## config.mk

```make
export PLATFORM = sky130hd
export DESIGN_NAME = dm_stage
export DESIGN_NICKNAME = d
export VERILOG_FILES = /design/src/rtl/dm_stage.sv
export SDC_FILE = /design/constraint.sdc
export NUM_CORES = 2
export LEC_CHECK = 0
export ABC_AREA = 1
export CORE_UTILIZATION = 40
export DETAILED_ROUTE_END_ITERATION = 10
export PLACE_DENSITY_LB_ADDON = 0.1
export SLEW_MARGIN = 20
export SYNTH_ARGS = -nofsm -noshare
export SYNTH_HDL_FRONTEND = slang
export SYNTH_SLANG_ARGS = --single-unit
```

## constraint.sdc

```tcl
create_clock -name sig_clk -period 1.51 [get_ports sig_clk]
set_input_delay 0.2265 -clock sig_clk [delete_from_list [all_inputs] [get_ports sig_clk]]
set_output_delay 0.2265 -clock sig_clk [all_outputs]
set_load 0.01 [all_outputs]
```

## src/rtl/dm_stage.sv

```systemverilog
// Data-memory stage: 256x8 data RAM, registered writeback to the register file.
// Define DM_MMIO_EN to map a handshaked output port at 0xFF and an input port at 0xFE.
module dm_stage (
  input  logic       sig_clk,
  input  logic       sig_rst,
  input  logic [7:0] EX_data_result,
  input  logic [7:0] EX_data_reg,
  input  logic [1:0] EX_addr_reg,
  input  logic [1:0] EX_sig_ctrl_DM,
  input  logic       EX_sig_ctrl_RF,
  input  logic [7:0] IO_data_in,
  input  logic       IO_sig_ready,
  output logic [7:0] RF_data_wr,
  output logic [1:0] RF_addr_wr,
  output logic       RF_sig_wr,
  output logic [7:0] IO_data_out,
  output logic       IO_sig_valid,
  output logic       PL_sig_stall
);

  logic [7:0] ram_r [0:255];
  logic       is_load_s;
  logic       is_store_s;
  logic       ram_we_s;
  logic [7:0] load_data_s;
  logic [7:0] wb_data_s;
  logic       wb_en_s;
  logic [7:0] rf_data_r;
  logic [1:0] rf_addr_r;
  logic       rf_wr_r;

  // Decode the memory operation; 00 and 11 both pass the ALU result through.
  always_comb begin
    is_load_s  = 1'b0;
    is_store_s = 1'b0;
    case (EX_sig_ctrl_DM)
      2'b01:   is_load_s  = 1'b1;
      2'b10:   is_store_s = 1'b1;
      default: begin
        is_load_s  = 1'b0;
        is_store_s = 1'b0;
      end
    endcase
  end

`ifdef DM_MMIO_EN
  typedef enum logic {ST_IDLE = 1'b0, ST_FULL = 1'b1} port_state_e;

  port_state_e state_r;
  port_state_e state_nxt_s;
  logic [7:0]  io_data_r;
  logic        io_store_s;
  logic        io_accept_s;
  logic        stall_s;
  logic        io_valid_s;

  assign io_valid_s = (state_r == ST_FULL);

  // Address decode: 0xFE/0xFF never reach the RAM; a port store stalls only when it cannot be accepted.
  always_comb begin
    io_store_s  = is_store_s && (EX_data_result == 8'hFF);
    ram_we_s    = is_store_s && (EX_data_result < 8'hFE);
    stall_s     = io_store_s && io_valid_s && !IO_sig_ready;
    io_accept_s = io_store_s && !stall_s;
    if (EX_data_result == 8'hFE) begin
      load_data_s = IO_data_in;
    end else if (EX_data_result == 8'hFF) begin
      load_data_s = {7'b0000000, io_valid_s};
    end else begin
      load_data_s = ram_r[EX_data_result];
    end
  end

  // Output port next state; a fresh store wins over a completing handshake.
  always_comb begin
    state_nxt_s = state_r;
    case (state_r)
      ST_IDLE: begin
        if (io_accept_s) state_nxt_s = ST_FULL;
        else             state_nxt_s = ST_IDLE;
      end
      ST_FULL: begin
        if (io_accept_s)       state_nxt_s = ST_FULL;
        else if (IO_sig_ready) state_nxt_s = ST_IDLE;
        else                   state_nxt_s = ST_FULL;
      end
      default: state_nxt_s = ST_IDLE;
    endcase
  end

  // Output port state and data; data only changes on an accepted store so it holds under backpressure.
  always_ff @(posedge sig_clk or posedge sig_rst) begin
    if (sig_rst) begin
      state_r   <= ST_IDLE;
      io_data_r <= 8'h00;
    end else begin
      state_r <= state_nxt_s;
      if (io_accept_s) io_data_r <= EX_data_reg;
    end
  end

  assign IO_data_out  = io_data_r;
  assign IO_sig_valid = io_valid_s;
  assign PL_sig_stall = stall_s;
`else
  logic unused_io_s;

  assign unused_io_s = ^{IO_data_in, IO_sig_ready};

  // Without the port every address is plain RAM.
  always_comb begin
    ram_we_s    = is_store_s;
    load_data_s = ram_r[EX_data_result];
  end

  assign IO_data_out  = 8'h00;
  assign IO_sig_valid = 1'b0;
  assign PL_sig_stall = 1'b0;
`endif

  // Writeback selection; stores (including stalled port stores) never write the register file.
  always_comb begin
    wb_data_s = is_load_s ? load_data_s : EX_data_result;
    wb_en_s   = EX_sig_ctrl_RF && !is_store_s;
  end

  // Data RAM write port; contents are intentionally left unreset.
  always_ff @(posedge sig_clk) begin
    if (ram_we_s) ram_r[EX_data_result] <= EX_data_reg;
  end

  // Writeback register; also the forwarding source for earlier stages.
  always_ff @(posedge sig_clk or posedge sig_rst) begin
    if (sig_rst) begin
      rf_data_r <= 8'h00;
      rf_addr_r <= 2'b00;
      rf_wr_r   <= 1'b0;
    end else begin
      rf_data_r <= wb_data_s;
      rf_addr_r <= EX_addr_reg;
      rf_wr_r   <= wb_en_s;
    end
  end

  assign RF_data_wr = rf_data_r;
  assign RF_addr_wr = rf_addr_r;
  assign RF_sig_wr  = rf_wr_r;

endmodule

```

==> key figures <==
Run status
  – Failing checks: setup timing
  – Status: finished with violations

Logic synthesis
  – Count leader, synth: nand2_1
  – Cell Area, Synth: 0.0836 sq mm
  – Synth area leaders: edfxtp_1 (74%), nand2_1 (18%), nor2_1 (2.7%), buf_2 (1.2%), nand4_1 (0.88%)
  – Share of the synthesized area in the top cell type: 0.736
  – Cells after synthesis: 7,562
  – Area leader, netlist: edfxtp_1
  – Synth cell count leaders: nand2_1 (3,953), edfxtp_1 (2,048), nor2_1 (607), buf_2 (204), clkbuf_1 (143)
  – Asr flop ratio synth: 0.00534
  – Ys Warns: 0
  – Mean post-synth cell area: 11.1 sq um
  – Register area share after synthesis: 0.739
  – Post-synth EDFFs: approximately 2,000
  – Top FF cell, synth: edfxtp_1
  – Cell variety after synth: 21
  – FF+latch count, synth: about 2,100

STA
  – Fin crit period: 1.79 ns
  – Fmax achieved: around 560 MHz
  – Worst rel slew slack: 0.633
  – Worst-Margin Slew: ~0.55 ns
  – Hold Violations, Final: 0
  – Final Skew: between 0.03 and 0.04 ns
  – Final Hold Slack: roughly 0.0067 ns
  – Period utilization: 1.19
  – Final Max Tran Viols: 0
  – Final setup fails: 36
  – Setup TNS: -3.70 ns
  – Unrepaired setup endpoints after global routing: yes
  – PnR worst setup slack: -0.281 ns

Layout
  – Area growth from synthesis to layout: 26.8%
  – Share of cells above drive strength 1: 0.206
  – Nets: around 8,200

Floorplan
  – Starting Density: 0.403
  – Core region area: 0.207 sq mm
  – Die width: 459 um
  – Die Footprint: approximately 0.21 sq mm
  – Die Span Y: 459 um
  – Site Rows: 167
  – IO Pins: 53

Routing
  – Via density: 5.04
  – Starting DRT DRC Count: between 4,000 and 5,000
  – Detailed Route WL: 260 mm
  – DRC: 0
  – TritonRoute pass-1 iters: 5
  – Antenna Nets Post-Route: 0
  – Total number of vias: 56,300
  – DR WL/cell: between 20 and 25 um

Setup path
  – Critical Path AT: between 1.5 and 2 ns
  – CP Max Fanout: 1
  – Worst setup EP type: output pin
  – Worst path bufs/invs: 2
  – Slowest cell delay on critical path: 0.41 ns
  – Crit-path slowest cell: dfrtp_1
  – Worst Setup Start Kind: flip-flop
  – CP Class: flip-flop to output pin
  – Delay-heaviest family, CP: flip-flops
  – Critical path, cell by cell: buf_12, buf_6
  – CP required: 1.28 ns

Pwr
  – Pwr Density: between 1000 and 1500 mW/mm^2
  – Total power: 125,000 uW
  – Maximum vdd drop: 1140 uV
  – Leakage: around 0.040 uW

CTS
  – CTS root buf: clkbuf_16
  – TritonCTS buffer count: ~220
  – Clock transition at the registers of the reported paths: 0.06 ns
  – H-tree depth: 4
  – TritonCTS clock tree: yes
  – Later-pin clock latency in the skew report: 0.88 ns
  – CTS sink cnt: around 2,100
  – Clock tree buffer depth: 3

Hold path
  – Hold Crit Class: primary input to flip-flop

GRT
  – Initial antenna violation count: 3
  – GRT Util Overall: 0.247
  – Vias in the first global route: 55,000
  – First-pass GRT wire length: between 300 and 400 mm
  – Total grt overflow: 0
  – Largest net degree at the start of global routing: 73

Placement
  – Post-DP HPWL: 169 mm
  – PortBufs: 33
  – Placer Congestion: 0.869

Job
  – Max-Cap Viols: 0
## cell usage in the layout (no fill, tap or decap), types with 48 or more instances in the layout
cell,count
nor2_2,130
nand3_1,95
buf_12,325
o21ai_1,100
nor2_1,213
buf_4,414
clkinv_1,55
clkbuf_16,222
nand2_2,129
clkbuf_1,48
nand4_1,117
edfxtp_1,2048
nor2_4,267
a21oi_1,101
nand2_1,3795
## per-stage QoR
stage | worst slack [ns] | utilization | instance area (sq um) | std cells
after floorplan | -0.310 | - | 85900 | 7571
after global placement | -1.45 | 0.467 | 96800 | 10700
after detailed placement | -1.44 | 0.467 | 96800 | 10700
after CTS | -0.344 | 0.507 | 105000 | 11200
after global routing | -0.323 | 0.511 | 106000 | 11200
final | -0.281 | 0.511 | 106000 | 11200
## tightest hold or removal path, cell delays in order
cell	delay (ns)
dlymetal6s2s_1	0.14
buf_4	0.17
buf_4	0.15
nor2_1	0.06
nor2_1	0.10
## sequential cells by signal (all words and copies together), names as in the netlist
name        flops
RF_sig_wr       1
RF_data_wr      8
RF_addr_wr      2
ram_r        2048
## timing repair
item | CTS | global route
endpoints found under the setup margin | 1467 | 1005
pin swaps | 160 | 215
setup buffers | 28 | 15
hold buffers | 13 | 1
cloned | 3 | 2
resized for setup | 262 | 244
endpoints found under the hold margin | 1332 | 1
## report_power, final
part           switching, uW  internal (uW)  total (uW)
registers               44.4          62900       63000
clock network          22900          30200       53100
logic                   6210           3030        9240
total                  29100          96100      125000
## final timing paths
kind | start | to | slack, ns | cells after the start
worst min-delay path | EX_data_result[3] | RF_data_wr[3]$_DFF_PP0_ | 0.007 | 5
max in group asynchronous | sig_rst | RF_data_wr[0]$_DFF_PP0_ | 0.83 | 4
worst max register to register | ram_r[133][3]$_DFFE_PP_ | RF_data_wr[3]$_DFF_PP0_ | -0.25 | 15
worst max-delay path | RF_data_wr[4]$_DFF_PP0_ | RF_data_wr[4] | -0.28 | 2
worst min register to register | ram_r[1][7]$_DFFE_PP_ | RF_data_wr[7]$_DFF_PP0_ | 0.98 | 12
min in group asynchronous | sig_rst | RF_data_wr[3]$_DFF_PP0_ | 0.43 | 4
## cells by family (layout without fill, tap and decap cells)
kind of cell / count (synthesis) / count (layout) / synth area share
simple gates: 4813 / 4813 / 0.222
flops: 2059 / 2059 / 0.739
buf+inv: 448 / 1254 / 0.0245
compound gates: 241 / 241 / 0.0144
other cells: 1 / 12 / 0.0000449
## final cells by class
type                            count  area, sq um
Inverter                           45          240
Timing Repair Buffer              801        10400
Multi-Input combinational cell   5064        23000
Antenna cell                        2         5.00
Timing Repair inverter              2         32.5
Clock buffer                      268         5690
Tap cell                         2788         3490
Fill cell                       18300       101000
Sequential cell                  2059        61800
Clock inverter                    138         1370
## metal layers
layer,GRT usage,part of all wire,up-vias
met5,0,0,-
met4,0.0744,0.028,0
met3,0.0317,0.051,331
met2,0.400,0.48,1444
met1,0.345,0.44,28000
li1,-,-,26600
No activity file was read; power rests on OpenSTA's default activity.
